==> src/rtl/pipe_ex_stage.sv <==
// Execute stage with MEM/WB forwarding, load-use bubble insertion, an iterative
// shift-add multiplier and the EX/MEM pipeline register.
module pipe_ex_stage #(
  parameter int unsigned WIDTH = 32,
  parameter int unsigned REGW  = 5
) (
  input  logic             clk,
  input  logic             clrn,
  input  logic             ex_valid,
  input  logic             ex_wreg,
  input  logic             ex_m2reg,
  input  logic             ex_wmem,
  input  logic [3:0]       ex_aluc,
  input  logic             ex_shift,
  input  logic             ex_aluimm,
  input  logic [REGW-1:0]  ex_rs,
  input  logic [REGW-1:0]  ex_rt,
  input  logic [REGW-1:0]  ex_wn,
  input  logic [WIDTH-1:0] ex_qa,
  input  logic [WIDTH-1:0] ex_qb,
  input  logic [WIDTH-1:0] ex_imm,
  input  logic             wb_wreg,
  input  logic [REGW-1:0]  wb_wn,
  input  logic [WIDTH-1:0] wb_data,
  output logic             ex_stall,
  output logic             mem_valid,
  output logic             mem_wreg,
  output logic             mem_m2reg,
  output logic             mem_wmem,
  output logic [REGW-1:0]  mem_wn,
  output logic [WIDTH-1:0] mem_alu,
  output logic [WIDTH-1:0] mem_di,
  output logic             mem_z
);

  localparam int unsigned SHW  = $clog2(WIDTH);
  localparam int unsigned CNTW = SHW + 1;

  typedef enum logic [1:0] {S_IDLE, S_MUL, S_DONE} state_t;

  state_t            state_q, state_d;
  logic [CNTW-1:0]   cnt_q, cnt_d;
  logic [WIDTH-1:0]  acc_q, acc_d;
  logic [WIDTH-1:0]  mcand_q, mcand_d;
  logic [WIDTH-1:0]  mplier_q, mplier_d;
  logic              mem_valid_q, mem_valid_d;
  logic              mem_wreg_q, mem_wreg_d;
  logic              mem_m2reg_q, mem_m2reg_d;
  logic              mem_wmem_q, mem_wmem_d;
  logic [REGW-1:0]   mem_wn_q, mem_wn_d;
  logic [WIDTH-1:0]  mem_alu_q, mem_alu_d;
  logic [WIDTH-1:0]  mem_di_q, mem_di_d;
  logic              mem_z_q, mem_z_d;

  logic [WIDTH-1:0]  fa, fb, alua, alub, alu_r;
  logic [SHW-1:0]    sh;
  logic              mem_fwd_ok, wb_fwd_ok, hazard, mul_start, stall_c;

  // Operand forwarding: MEM beats WB beats register file; r0 never forwarded.
  always_comb begin
    mem_fwd_ok = mem_valid_q & mem_wreg_q & ~mem_m2reg_q & (mem_wn_q != '0);
    wb_fwd_ok  = wb_wreg & (wb_wn != '0);
    if (mem_fwd_ok && (mem_wn_q == ex_rs))   fa = mem_alu_q;
    else if (wb_fwd_ok && (wb_wn == ex_rs))  fa = wb_data;
    else                                     fa = ex_qa;
    if (mem_fwd_ok && (mem_wn_q == ex_rt))   fb = mem_alu_q;
    else if (wb_fwd_ok && (wb_wn == ex_rt))  fb = wb_data;
    else                                     fb = ex_qb;
    alua = ex_shift  ? ex_imm : fa;
    alub = ex_aluimm ? ex_imm : fb;
    sh   = alua[SHW-1:0];
  end

  // Load-use detection against a load sitting in MEM.
  always_comb begin
    hazard = ex_valid & mem_valid_q & mem_m2reg_q & mem_wreg_q & (mem_wn_q != '0) &
             ((~ex_shift & (mem_wn_q == ex_rs)) |
              ((~ex_aluimm | ex_wmem) & (mem_wn_q == ex_rt)));
    mul_start = ex_valid & (ex_aluc == 4'd10) & ~hazard;
  end

  // Single-cycle ALU; multiply results come from the iterative unit instead.
  always_comb begin
    alu_r = '0;
    case (ex_aluc)
      4'd0: alu_r = alua + alub;
      4'd1: alu_r = alua - alub;
      4'd2: alu_r = alua & alub;
      4'd3: alu_r = alua | alub;
      4'd4: alu_r = alua ^ alub;
      4'd5: alu_r = alub << (WIDTH / 2);
      4'd6: alu_r = alub << sh;
      4'd7: alu_r = alub >> sh;
      4'd8: alu_r = $signed(alub) >>> sh;
      4'd9: alu_r = {{(WIDTH-1){1'b0}}, ($signed(alua) < $signed(alub))};
      default: alu_r = '0;
    endcase
  end

  // Multiplier FSM and EX/MEM next-state; bubbles by default.
  always_comb begin
    state_d     = state_q;
    cnt_d       = cnt_q;
    acc_d       = acc_q;
    mcand_d     = mcand_q;
    mplier_d    = mplier_q;
    stall_c     = 1'b0;
    mem_valid_d = 1'b0;
    mem_wreg_d  = 1'b0;
    mem_m2reg_d = 1'b0;
    mem_wmem_d  = 1'b0;
    mem_wn_d    = ex_wn;
    mem_alu_d   = alu_r;
    mem_di_d    = fb;
    mem_z_d     = (alu_r == '0);
    case (state_q)
      S_IDLE: begin
        if (hazard) begin
          stall_c = 1'b1;
        end else if (mul_start) begin
          stall_c  = 1'b1;
          mcand_d  = alua;
          mplier_d = alub;
          acc_d    = '0;
          cnt_d    = '0;
          state_d  = S_MUL;
        end else begin
          mem_valid_d = ex_valid;
          mem_wreg_d  = ex_valid & ex_wreg;
          mem_m2reg_d = ex_valid & ex_m2reg;
          mem_wmem_d  = ex_valid & ex_wmem;
        end
      end
      S_MUL: begin
        stall_c = 1'b1;
        if (mplier_q[0]) acc_d = acc_q + mcand_q;
        mcand_d  = mcand_q << 1;
        mplier_d = mplier_q >> 1;
        cnt_d    = cnt_q + CNTW'(1);
        if (cnt_q == CNTW'(WIDTH - 1)) state_d = S_DONE;
      end
      S_DONE: begin
        mem_valid_d = ex_valid;
        mem_wreg_d  = ex_valid & ex_wreg;
        mem_m2reg_d = ex_valid & ex_m2reg;
        mem_wmem_d  = ex_valid & ex_wmem;
        mem_alu_d   = acc_q;
        mem_z_d     = (acc_q == '0);
        state_d     = S_IDLE;
      end
      default: state_d = S_IDLE;
    endcase
  end

  // Stall is held low during reset so upstream is never frozen by stale state.
  assign ex_stall = clrn & stall_c;

  // State and pipeline register with synchronous active-low reset.
  always_ff @(posedge clk) begin
    if (!clrn) begin
      state_q     <= S_IDLE;
      cnt_q       <= '0;
      acc_q       <= '0;
      mcand_q     <= '0;
      mplier_q    <= '0;
      mem_valid_q <= 1'b0;
      mem_wreg_q  <= 1'b0;
      mem_m2reg_q <= 1'b0;
      mem_wmem_q  <= 1'b0;
      mem_wn_q    <= '0;
      mem_alu_q   <= '0;
      mem_di_q    <= '0;
      mem_z_q     <= 1'b0;
    end else begin
      state_q     <= state_d;
      cnt_q       <= cnt_d;
      acc_q       <= acc_d;
      mcand_q     <= mcand_d;
      mplier_q    <= mplier_d;
      mem_valid_q <= mem_valid_d;
      mem_wreg_q  <= mem_wreg_d;
      mem_m2reg_q <= mem_m2reg_d;
      mem_wmem_q  <= mem_wmem_d;
      mem_wn_q    <= mem_wn_d;
      mem_alu_q   <= mem_alu_d;
      mem_di_q    <= mem_di_d;
      mem_z_q     <= mem_z_d;
    end
  end

  assign mem_valid = mem_valid_q;
  assign mem_wreg  = mem_wreg_q;
  assign mem_m2reg = mem_m2reg_q;
  assign mem_wmem  = mem_wmem_q;
  assign mem_wn    = mem_wn_q;
  assign mem_alu   = mem_alu_q;
  assign mem_di    = mem_di_q;
  assign mem_z     = mem_z_q;

endmodule

==> config.mk <==
export PLATFORM = sky130hd
export DESIGN_NAME = pipe_ex_stage
export DESIGN_NICKNAME = d
export VERILOG_FILES = /design/src/rtl/pipe_ex_stage.sv
export SDC_FILE = /design/constraint.sdc
export NUM_CORES = 1
export LEC_CHECK = 0
export BUFFER_PORTS_ARGS = -buffer_cell sky130_fd_sc_hd__buf_2
export CAP_MARGIN = 20
export CELL_PAD_IN_SITES_DETAIL_PLACEMENT = 2
export CELL_PAD_IN_SITES_GLOBAL_PLACEMENT = 2
export CORE_ASPECT_RATIO = 1.5
export CORE_MARGIN = 5
export CORE_UTILIZATION = 34
export DETAILED_ROUTE_END_ITERATION = 8
export PLACE_DENSITY_LB_ADDON = 0.1
export SKIP_CTS_REPAIR_TIMING = 1
export SYNTH_ARGS = -nofsm -noshare
export SYNTH_HDL_FRONTEND = slang
export SYNTH_SLANG_ARGS = --single-unit
==> constraint.sdc <==
create_clock -name clk -period 6.7 [get_ports clk]
set_input_delay 0.67 -clock clk [delete_from_list [all_inputs] [get_ports clk]]
set_output_delay 0.67 -clock clk [all_outputs]
set_load 0.05 [all_outputs]
== Yosys cells after proc, flatten, opt, wreduce, memory -nomap -nowiden ==
Cells that the tools add are included.

* Register bits: 178
* Output and inout bits: 75
* Input port bits: 161

* Eq/ne operators: 21
* Muxes and demuxes: 41
* $add $sub $neg: 4
* Bitwise gates (word level): 26
* Shift-type cells: 3
* $lt $le $gt $ge: 1
* Reductions and logical operators: 14

{| class="wikitable"
|+ Operators by type and width
! kind !! count
|-
| two-way mux 32 bit || 14
|-
| case mux 32 bit (10 select lines) || 1
|-
| case mux 32 bit (2 select lines) || 3
|-
| adder 32 bit || 2
|-
| zero test 32 bit || 2
|-
| bitwise AND 32 bit || 1
|-
| less-than comparator 32 bit || 1
|-
| OR 32 bit || 1
|-
| left shift 32 x 5 -> 32 bit || 1
|-
| >> shifter 32 x 5 -> 32 bit || 1
|-
| >>> shifter 32 x 5 -> 32 bit || 1
|-
| subtractor 32 bit || 1
|-
| bitwise XOR 32 bit || 1
|-
| equality test 5 bit || 4
|-
| bitwise AND 1 bit || 17
|-
| equality test 4 x 3 -> 1 bit (second input constant) || 4
|-
| equality test 4 bit (second input constant) || 3
|-
| two-way mux 6 bit || 2
|-
| case mux 6 bit (2 select lines) || 1
|-
| two-way mux 1 bit || 11
|-
| case mux 1 bit (2 select lines) || 5
|-
| nonzero test 5 bit || 2
|-
| equality test 4 x 2 -> 1 bit (second input constant) || 2
|-
| != test 2 bit (second input constant) || 4
|-
| 15 further kinds || 25
|}

== Logic depth before layout (Yosys ltp) ==
Gate-level depths: netlist of the first run.

* Word-level depth: 11
* Mapped depth: 28
* Depth with buffers taken out: 24

== Worst setup path after synthesis of the first run ==
Ideal clock, no wire load.

* Path kind: input port to flip-flop
* From: input wb_wn[0]
* To: register mem_z_q, in the netlist mem_z
* Required time: 6599 ps
* Cell stages on the path: 25
* Setup slack: 538 ps
* Path buffers: 3
* Data arrival time: 6061 ps
* Cells stage by stage: clkbuf_1 -> xnor2_1 -> nand4_1 -> nor2_1 -> clkbuf_1 -> mux2i_1 -> a211oi_1 -> a21oi_1 -> inv_1 -> ha_1 -> nor4_1 -> inv_1 -> a2111o_1 -> and3_1 -> clkbuf_1 -> o311ai_0 -> a31oi_1 -> o21bai_1 -> nand2_1 -> a21o_1 -> a31o_2 -> a211oi_1 -> and3_1 -> nand4_1 -> o41ai_1

* Word-level cells in the longest chain between the ends: 10

{| class="wikitable"
|+ RTL lines
! item !! RTL line !! RTL
|-
| start: declaration || 23 || <nowiki>input logic [REGW-1:0] wb_wn,</nowiki>
|-
| nonzero test 5 bit || 62 || <nowiki>wb_fwd_ok = wb_wreg & (wb_wn != '0);</nowiki>
|-
| bitwise AND 1 bit || 62 ||
|-
| logical AND 1 bit, on equally long branches || 64, 67 ||
|-
| two-way mux 32 bit, on equally long branches || 64, 67 ||
|-
| two-way mux 32 bit, on equally long branches || 63, 66 ||
|-
| two-way mux 32 bit, on equally long branches || 69, 70 ||
|-
| subtractor 32 bit, or another cell as far along || 87 || <nowiki>4'd1: alu_r = alua - alub;</nowiki>
|-
| case mux 32 bit (10 select lines) * || 85 || <nowiki>case (ex_aluc)</nowiki>
|-
| zero test 32 bit * || 115 || <nowiki>mem_z_d = (alu_r == '0);</nowiki>
|-
| two-way mux 1 bit * || 116 || <nowiki>case (state_q)</nowiki>
|-
| end signal: assignment || 187 || <nowiki>mem_z_q <= mem_z_d;</nowiki>
|-
| end: declaration || 53 || <nowiki>logic mem_z_q, mem_z_d;</nowiki>
|}

Mark *: on every way between the ends. The rest lies on a longest branch, timed or not.
A chain may end at the register's enable or synchronous reset.

== Worst setup path in the final report of the first run ==
* From: register mem_wn_q[0], in the netlist mem_wn[0]
* To: register mem_z_q, in the netlist mem_z

* Word-level cells in the longest chain between the ends: 9

{| class="wikitable"
|+ RTL lines
! item !! RTL line !! RTL
|-
| start: declaration || 50 || <nowiki>logic [REGW-1:0] mem_wn_q, mem_wn_d;</nowiki>
|-
| start signal: assignment || 184 || <nowiki>mem_wn_q <= mem_wn_d;</nowiki>
|-
| nonzero test 5 bit || 61 || <nowiki>mem_fwd_ok = mem_valid_q & mem_wreg_q & ~mem_m2reg_q & (mem_wn_q != '0);</nowiki>
|-
| bitwise AND 1 bit || 61 ||
|-
| logical AND 1 bit, on equally long branches || 63, 66 ||
|-
| two-way mux 32 bit, on equally long branches || 63, 66 ||
|-
| two-way mux 32 bit, on equally long branches || 69, 70 ||
|-
| subtractor 32 bit, or another cell as far along || 87 ||
|-
| case mux 32 bit (10 select lines) * || 85 ||
|-
| zero test 32 bit * || 115 ||
|-
| two-way mux 1 bit * || 116 ||
|}

Marks and branches as above.

==> load_flow_metrics.sql, run 1 <==
INSERT INTO impl_metrics (metric_group, metric, value, unit) VALUES
('outcome', 'status', 'finished with violations', ''),
('outcome', 'failed_checks', 'negative setup slack', ''),
('die', 'number_of_cell_rows', '106', ''),
('die', 'starting_density_of_the_core', '34.2', '%'),
('global_route', 'grt.total_usage', '43.0', '%'),
('die', 'die_height', '300', 'um'),
('timing', 'timing.final.max_slew_violations', '0', ''),
('worst_setup_path', 'crit_required', '7.09', 'ns'),
('drt', 'detail_route.wirelength', '139000', 'um'),
('layout', 'drive_gt1_share', '22.3', '%'),
('placed_design', 'place.gp.congestion', '1.07', ''),
('die', 'die_footprint', '60900', 'um^2'),
('global_route', 'first_global_vias', '27200', ''),
('synthesis', 'postSynthAreaPerCell', '7.24', 'um^2'),
('synthesis', 'synthFlopType', 'sky130_fd_sc_hd__dfxtp_1', ''),
('drt', 'post_drt_via_cell_ratio', '6.92', ''),
('worst_setup_path', 'cp_slowest_stage_delay', '0.59', 'ns'),
('placed_design', 'placedCellCount', '3654', ''),
('synthesis', 'number_of_synthesized_flops_with_an_enable_pin', '0', ''),
('placed_design', 'portBuffers', '235', ''),
('clock_tree', 'numClockSinks', '178', ''),
('worst_setup_path', 'cp.arrival', '7.15', 'ns'),
('synthesis', 'synthesis.yosys.warnings', '0', ''),
('global_route', 'grt_max_degree', '79', ''),
('drt', 'detail_route.first_pass.iterations', '6', ''),
('drt', 'detailroute.via_count', '25600', ''),
('clock_tree', 'clkSlewWorstSetupHoldPaths', '0.10', 'ns'),
('layout', 'final_nets', '3276', ''),
('synthesis', 'synth_top_cell_by_area', 'sky130_fd_sc_hd__dfxtp_1', ''),
('clock_tree', 'cts_max_level', '4', ''),
('power', 'cellPowerDensity', '192', 'nW/um^2'),
('global_route', 'global_route_wire_length_before_repair', '194000', 'um'),
('worst_setup_path', 'cpMaxStageDelayCell', 'sky130_fd_sc_hd__or4_1', ''),
('timing', 'finalSetupViolCount', '1', ''),
('synthesis', 'netlist_instances', '2629', ''),
('placed_design', 'dpl_cell_area', '22600', 'um^2'),
('worst_setup_path', 'critical_path.most_common_cell', 'sky130_fd_sc_hd__buf_4', ''),
('timing', 'post-route-min-period', '6.76', 'ns'),
('timing', 'max_slew_margin', '24.1', '%'),
('worst_setup_path', 'setup.worst_path.start_class', 'register', ''),
('worst_hold_path', 'holdCritPathClass', 'input pin to register', ''),
('die', 'die_w', '203', 'um'),
('clock_tree', 'cts_buffers', '17', ''),
('job', 'max_cap_violations', '0', ''),
('layout', 'filler_cell_count', '6520', ''),
('global_route', 'global_route.overflow_total', '0', ''),
('timing', 'fin_skew', '0.0263', 'ns'),
('clock_tree', 'cts.root.buffer_cell', 'sky130_fd_sc_hd__clkbuf_16', ''),
('timing', 'worst_slew_pin_slew', '1.13', 'ns'),
('synthesis', 'mappedNetlistArea', '19000', 'um^2'),
('synthesis', 'ys_async_sr_fraction', '0', '%'),
('layout', 'fin_cells', '3701', ''),
('synthesis', 'synthDominantCellAreaShare', '18.7', '%'),
('power', 'vdd.ir_drop.worst', '265', 'uV'),
('synthesis', 'synth.area.top_cells', 'sky130_fd_sc_hd__dfxtp_1, sky130_fd_sc_hd__ha_1, sky130_fd_sc_hd__nor2_1', ''),
('timing', 'timing.fmax', '148', 'MHz'),
('layout', 'stdcell_area', '23400', 'um^2'),
('die', 'top_ports', '236', ''),
('global_route', 'number_of_antenna_violations_at_the_first_check_in_global_routing', '5', ''),
('synthesis', 'synth_cell_types', '92', ''),
('layout', 'area_growth_syn_to_layout', '22.8', '%'),
('timing', 'worst_slack', '-0.0606', 'ns'),
('clock_tree', 'cts_buffer_depth', '2', ''),
('synthesis', 'proportion_of_synthesized_chip_area_in_sequential_cells', '18.7', '%'),
('die', 'fp.coreArea', '55600', 'um^2'),
('drt', 'number_of_nets_still_failing_antenna_checks_after_routing', '0', ''),
('timing', 'finalHoldWorstSlack', '0.370', 'ns'),
('placed_design', 'dp.final_hpwl', '109000', 'um'),
('synthesis', 'mappedNetlistNets', '2924', ''),
('power', 'power_leakage', '9.99', 'nW'),
('timing', 'part_of_the_cycle_the_worst_path_needs', '101', '%'),
('synthesis', 'synth_seq_cells', '178', ''),
('drt', 'drt_first_iter_violations', '2514', ''),
('timing', 'hold_viol_final', '0', ''),
('worst_setup_path', 'timing_worst_setup_path_type', 'register to register', ''),
('worst_setup_path', 'sort_of_element_at_the_end_of_the_critical_path', 'register', ''),
('clock_tree', 'clk-insertion-delay-late', '0.51', 'ns'),
('drt', 'post-route-drc-count', '0', ''),
('clock_tree', 'clock_tree_from_tritoncts', 'built', ''),
('drt', 'wl_per_cell', '37.5', 'um'),
('worst_setup_path', 'crit_fanout', '26', '');
==> placed cells by master (no fill, tap or decap), types with 27 or more instances in the layout <==
cell / n
sky130_fd_sc_hd__a221oi_1: 53
sky130_fd_sc_hd__buf_2: 236
sky130_fd_sc_hd__buf_4: 292
sky130_fd_sc_hd__a21oi_1: 203
sky130_fd_sc_hd__xnor2_1: 27
sky130_fd_sc_hd__nor2_1: 291
sky130_fd_sc_hd__nor4_1: 52
sky130_fd_sc_hd__o21ai_0: 148
sky130_fd_sc_hd__a211oi_1: 99
sky130_fd_sc_hd__a22oi_1: 61
sky130_fd_sc_hd__a311oi_1: 35
sky130_fd_sc_hd__a31oi_1: 48
sky130_fd_sc_hd__dfxtp_1: 174
sky130_fd_sc_hd__nand2_1: 205
sky130_fd_sc_hd__ha_1: 131
sky130_fd_sc_hd__and2_1: 41
sky130_fd_sc_hd__nand3_1: 74
sky130_fd_sc_hd__nor3_1: 72
sky130_fd_sc_hd__nand2b_1: 37
sky130_fd_sc_hd__mux2i_1: 94
sky130_fd_sc_hd__inv_1: 97
==> cells by family (layout without fill, tap and decap cells) <==
kind of cell	Yosys count	in the layout	synth area share [%]
simple gates	896	896	22.3
fa+ha+maj	134	134	8.93
flops	178	178	18.7
xor+xnor	44	44	2.02
buf+inv	305	670	6.24
mux	121	121	7.07
other cells	0	5	0
compound gates	951	951	34.7
==> worst paths after layout <==
kind / depth (start not counted) / to / slack [ns] / from
setup reg to reg: 27 / mem_z / -0.06 / mem_wn[0]
hold / removal: 2 / mem_wn[2] / 0.37 / ex_wn[2]
setup / recovery: 27 / mem_z / -0.06 / mem_wn[0]
hold reg to reg: 2 / cnt_q[5] / 0.50 / cnt_q[5]
==> Yosys cell counts (12+ instances only) <==
master                      count
sky130_fd_sc_hd__a31oi_1       48
sky130_fd_sc_hd__a22oi_1       61
sky130_fd_sc_hd__nand4_1       18
sky130_fd_sc_hd__inv_1         98
sky130_fd_sc_hd__a2111oi_0     12
sky130_fd_sc_hd__or3_1         15
sky130_fd_sc_hd__mux2_2        17
sky130_fd_sc_hd__ha_1         131
sky130_fd_sc_hd__nor3_1        74
sky130_fd_sc_hd__dfxtp_1      178
sky130_fd_sc_hd__o221a_2       12
sky130_fd_sc_hd__nor4_1        57
sky130_fd_sc_hd__buf_2         23
sky130_fd_sc_hd__o31a_1        22
sky130_fd_sc_hd__nor2b_1       19
sky130_fd_sc_hd__a21oi_1      210
sky130_fd_sc_hd__nand2b_1      38
sky130_fd_sc_hd__o21bai_1      15
sky130_fd_sc_hd__buf_1         33
sky130_fd_sc_hd__nand3_1       74
sky130_fd_sc_hd__a211o_1       18
sky130_fd_sc_hd__a211oi_1     102
sky130_fd_sc_hd__o21ai_0      151
sky130_fd_sc_hd__o31ai_1       14
sky130_fd_sc_hd__nand2_1      206
sky130_fd_sc_hd__and3_1        22
sky130_fd_sc_hd__nor2_1       295
sky130_fd_sc_hd__a311oi_1      36
sky130_fd_sc_hd__mux2i_1       95
sky130_fd_sc_hd__clkbuf_1     142
sky130_fd_sc_hd__o221ai_1      22
sky130_fd_sc_hd__and2_1        42
sky130_fd_sc_hd__o22ai_1       14
sky130_fd_sc_hd__a21o_1        18
sky130_fd_sc_hd__a221oi_1      53
sky130_fd_sc_hd__xnor2_1       27
sky130_fd_sc_hd__xor2_1        17
sky130_fd_sc_hd__o211ai_1      16
sky130_fd_sc_hd__o21a_1        18
==> flip-flops by register name, indices dropped and copies added (netlist names) <==
name / flops
mem_m2reg: 1
mem_z: 1
mem_wn: 5
mem_di: 32
mplier_q: 32
mem_valid: 1
mem_alu: 32
acc_q: 32
cnt_q: 6
mem_wreg: 1
state_q: 2
mem_wmem: 1
mcand_q: 32
==> per-layer routing <==
metal | track usage, % | up-vias | wire (um)
met4 | 36.7 | 4 | 15300
met5 | 0 | - | 27
met1 | 46.5 | 12800 | 48900
li1 | - | 10700 | -
met2 | 71.2 | 1551 | 63600
met3 | 9.11 | 612 | 10900
==> critical path: cells and delay by family, from the launching register on <==
kind            cells  cell delay, ns
flops               1            0.45
simple gates        6            2.09
fa+ha+maj           2            0.77
compound gates     10            1.69
buf+inv             8            1.35
mux                 1            0.29
==> stage by stage <==
stage,worst slack [ns],utilization (%),TNS (ns),power (W)
final,-0.0606,42.1,-0.0606,0.00450
after global routing,-0.177,42.0,-0.177,0.00459
after CTS,-0.202,41.8,-0.203,0.00440
after detailed placement,-0.564,40.7,-1.54,0.00330
after global placement,-0.376,40.7,-0.731,0.00325
after floorplan,0.538,-,0,0.00224
==> report_power, final <==
part	internal, W	switching (W)	leakage (nW)
registers	0.00110	0.0000634	1.45
logic	0.000728	0.00150	8.25
clock network	0.000505	0.000601	0.288
==> cell type report <==
cell class / instances / area (um^2) / share of cell area [%]
antenna: 5 / 12.5 / 0.0535
clock buffer: 17 / 425 / 1.82
clock inverter: 15 / 173 / 0.739
inverter: 104 / 394 / 1.69
multi-input combinational: 2146 / 14400 / 61.7
sequential: 178 / 3570 / 15.3
tap: 702 / 878 / 3.76
timing repair buffer: 534 / 3490 / 14.9
(Power assumes the default switching activity.)
==> run 2: changes to the inputs <==
--- a/config.mk
+++ b/config.mk
@@ -5,13 +5,14 @@
 export SDC_FILE = /design/constraint.sdc
 export NUM_CORES = 1
 export LEC_CHECK = 0
+export ABC_AREA = 1
 export BUFFER_PORTS_ARGS = -buffer_cell sky130_fd_sc_hd__buf_2
 export CAP_MARGIN = 20
 export CELL_PAD_IN_SITES_DETAIL_PLACEMENT = 2
 export CELL_PAD_IN_SITES_GLOBAL_PLACEMENT = 2
 export CORE_ASPECT_RATIO = 1.5
 export CORE_MARGIN = 5
-export CORE_UTILIZATION = 34
+export CORE_UTILIZATION = 31
 export DETAILED_ROUTE_END_ITERATION = 8
 export PLACE_DENSITY_LB_ADDON = 0.1
 export SKIP_CTS_REPAIR_TIMING = 1
==> run 2 against run 1 <==
  * The flow now finishes without violations
  * Core utilization decreased by 6.4 points
  * Total power is 7.4% lower
  * Combinational power decreased by 15%
  * Highest routed layer unchanged
==> load_flow_metrics.sql, run 2 <==
INSERT INTO impl_metrics (metric_group, metric, value, unit) VALUES
('global_route', 'first_global_vias', '27800', ''),
('layout', 'area_growth_syn_to_layout', '14.5', '%'),
('power', 'vdd.ir_drop.worst', '188', 'uV'),
('synthesis', 'postSynthAreaPerCell', '5.78', 'um^2'),
('synthesis', 'proportion_of_synthesized_chip_area_in_sequential_cells', '18.1', '%'),
('clock_tree', 'numClockSinks', '178', ''),
('worst_setup_path', 'sort_of_element_at_the_end_of_the_critical_path', 'register', ''),
('drt', 'detail_route.wirelength', '135000', 'um'),
('synthesis', 'synth_seq_cells', '178', ''),
('worst_setup_path', 'crit_fanout', '14', ''),
('timing', 'finalSetupViolCount', '0', ''),
('drt', 'detailroute.via_count', '26200', ''),
('die', 'fp.coreArea', '63200', 'um^2'),
('timing', 'timing.final.max_slew_violations', '0', ''),
('die', 'number_of_cell_rows', '113', ''),
('timing', 'part_of_the_cycle_the_worst_path_needs', '93.3', '%'),
('synthesis', 'synthDominantCellAreaShare', '18.1', '%'),
('job', 'max_cap_violations', '0', ''),
('placed_design', 'place.gp.congestion', '1.05', ''),
('timing', 'max_slew_margin', '27.0', '%'),
('synthesis', 'most_numerous_cell_in_the_yosys_netlist', 'sky130_fd_sc_hd__nand2_1', ''),
('synthesis', 'synth.area.top_cells', 'sky130_fd_sc_hd__dfxtp_1, sky130_fd_sc_hd__nand2_1, sky130_fd_sc_hd__nand3_1', ''),
('timing', 'timing.fmax', '160', 'MHz'),
('worst_setup_path', 'setup.worst_path.start_class', 'register', ''),
('worst_setup_path', 'cp_slowest_stage_delay', '0.64', 'ns'),
('layout', 'fin_cells', '4409', ''),
('die', 'top_ports', '236', ''),
('global_route', 'grt_max_degree', '69', ''),
('synthesis', 'ys_async_sr_fraction', '0', '%'),
('synthesis', 'post_synth_most_frequent_cells', 'sky130_fd_sc_hd__nand2_1, sky130_fd_sc_hd__nand3_1, sky130_fd_sc_hd__inv_1', ''),
('placed_design', 'dp.final_hpwl', '113000', 'um'),
('worst_setup_path', 'critical_path.most_common_cell', 'sky130_fd_sc_hd__nor2_1', ''),
('global_route', 'global_route_wire_length_before_repair', '193000', 'um'),
('power', 'power_leakage', '11.4', 'nW'),
('global_route', 'grt.total_usage', '37.8', '%'),
('global_route', 'met1_track_demand_over_resource', '40.1', '%'),
('die', 'die_w', '216', 'um'),
('clock_tree', 'clk-insertion-delay-late', '0.53', 'ns'),
('layout', 'final_nets', '3874', ''),
('drt', 'post-route-drc-count', '0', ''),
('drt', 'detail_route.first_pass.iterations', '5', ''),
('clock_tree', 'clock_tree_from_tritoncts', 'built', ''),
('global_route', 'grt.busiest_layer', 'met2', ''),
('clock_tree', 'clkSlewWorstSetupHoldPaths', '0.08', 'ns'),
('worst_hold_path', 'holdCritPathClass', 'input pin to register', ''),
('clock_tree', 'cts_buffers', '17', ''),
('synthesis', 'number_of_synthesized_flops_with_an_enable_pin', '0', ''),
('layout', 'mostFrequentLayoutCells', 'sky130_fd_sc_hd__nand2_1, sky130_fd_sc_hd__nand3_1, sky130_fd_sc_hd__inv_1', ''),
('timing', 'worst_slack', '0.447', 'ns'),
('global_route', 'grt_util_met3', '5.80', '%'),
('layout', 'drive_gt1_share', '13.1', '%'),
('drt', 'drt_first_iter_violations', '1840', ''),
('synthesis', 'synthFlopType', 'sky130_fd_sc_hd__dfxtp_1', ''),
('worst_setup_path', 'timing_worst_setup_path_type', 'register to register', ''),
('die', 'starting_density_of_the_core', '31.2', '%'),
('worst_setup_path', 'cpMaxStageDelayCell', 'sky130_fd_sc_hd__o22ai_1', ''),
('die', 'die_height', '319', 'um'),
('synthesis', 'mappedNetlistNets', '3701', ''),
('drt', 'wl_per_cell', '30.7', 'um'),
('timing', 'setup-tns-final', '0', 'ns'),
('placed_design', 'placedCellCount', '4365', ''),
('global_route', 'number_of_antenna_violations_at_the_first_check_in_global_routing', '16', ''),
('synthesis', 'synth_cell_types', '57', ''),
('timing', 'worst_slew_pin_slew', '1.07', 'ns'),
('timing', 'hold_viol_final', '0', ''),
('clock_tree', 'cts_buffer_depth', '2', ''),
('power', 'cellPowerDensity', '185', 'nW/um^2'),
('placed_design', 'dp_worst_setup_slack', '0.187', 'ns'),
('global_route', 'grt.met2_usage', '67.9', '%'),
('clock_tree', 'cts_max_level', '4', ''),
('synthesis', 'synth_top_cell_by_area', 'sky130_fd_sc_hd__dfxtp_1', ''),
('synthesis', 'synthesis.yosys.warnings', '0', ''),
('outcome', 'status', 'completed', ''),
('timing', 'post-route-min-period', '6.25', 'ns'),
('drt', 'post_drt_via_cell_ratio', '5.94', ''),
('layout', 'end_of_flow_core_utilization', '35.7', '%'),
('placed_design', 'portBuffers', '235', ''),
('die', 'die_footprint', '68800', 'um^2'),
('synthesis', 'mappedNetlistArea', '19700', 'um^2'),
('clock_tree', 'cts.root.buffer_cell', 'sky130_fd_sc_hd__clkbuf_16', ''),
('worst_setup_path', 'cp.arrival', '6.71', 'ns'),
('drt', 'number_of_nets_still_failing_antenna_checks_after_routing', '0', ''),
('timing', 'fin_skew', '0.0216', 'ns'),
('worst_setup_path', 'crit_required', '7.16', 'ns'),
('layout', 'mostFrequentLayoutCell', 'sky130_fd_sc_hd__nand2_1', ''),
('synthesis', 'netlist_instances', '3406', ''),
('global_route', 'global_route.overflow_total', '0', ''),
('timing', 'rsz_0062_raised_after_global_routing', 'false', '');
run 2: changes by cell type after synthesis, moves of 43 or more:
cell	before	now
sky130_fd_sc_hd__nand2_1	206	906
sky130_fd_sc_hd__nand3_1	74	484
sky130_fd_sc_hd__inv_1	98	358
sky130_fd_sc_hd__a211oi_1	102	3
sky130_fd_sc_hd__mux2i_1	95	0
sky130_fd_sc_hd__nor2_1	295	232
sky130_fd_sc_hd__a21oi_1	210	269
sky130_fd_sc_hd__nor3_1	74	20
sky130_fd_sc_hd__o21ai_0	151	199
sky130_fd_sc_hd__a22oi_1	61	16
sky130_fd_sc_hd__nor4_1	57	14
run 2: path summary, 6_finish.rpt:
kind / from / to / slack [ns] / cells past startpoint
worst max-delay path: mem_wn[4] / mem_z / 0.45 / 29
worst min-delay path: ex_wn[3] / mem_wn[3] / 0.35 / 3
worst max register to register: mem_wn[4] / mem_z / 0.45 / 29
worst min register to register: mplier_q[31] / mplier_q[31] / 0.47 / 2
run 2: logic make-up after synthesis:
kind of cell	count (synthesis)	synth area share, %
adders and majority gates	134	8.62
AOI/OAI and AO/OA	707	21.0
xor gates and xnor gates	25	1.11
and+or+nand+nor	1800	39.8
buffers and inverters	562	11.4
DFF	178	18.1
run 2: per-stage QoR:
step | area, um^2 | total power, W | hold slack (ns)
floorplan | 19700 | 0.00223 | 0.441
global placement | 21900 | 0.00297 | 0.450
detailed placement | 21900 | 0.00301 | 0.458
CTS | 22500 | 0.00414 | 0.319
global route | 22500 | 0.00432 | 0.342
finish | 22600 | 0.00416 | 0.353
run 2: routing by layer:
metal	wire length, um	share of wire, %
met5	13	0.0096
met4	11300	8.3
met3	6440	4.8
met2	67800	50
met1	49800	37
run 2: area by class of cell:
| type | count | area (um^2) |
|---|---|---|
| Antenna cell | 12 | 30.0 |
| Clock buffer | 17 | 425 |
| Clock inverter | 15 | 190 |
| Fill cell | 8189 | 40600 |
| Inverter | 375 | 1410 |
| Multi-Input combinational cell | 2666 | 13900 |
| Sequential cell | 178 | 3560 |
| Tap cell | 805 | 1010 |
| Timing Repair Buffer | 341 | 1980 |
run 2: report_power, final:
part / total [W] / leakage, nW / switching, W / internal (W)
sequential: 0.00114 / 1.45 / 0.0000380 / 0.00110
clock: 0.00113 / 0.299 / 0.000591 / 0.000536
combinational: 0.00190 / 9.65 / 0.00142 / 0.000484
run 2: worst max-delay path, delay by kind of cell, from the launching register on:
family / cells / cell delay (ns)
adder cells (fa/ha/maj): 1 / 0.51
AND/OR/NAND/NOR: 18 / 2.47
flip-flops: 1 / 0.36
AO/OA/AOI/OAI: 3 / 1.47
buffers and inverters: 6 / 1.06
XOR/XNOR: 1 / 0.30
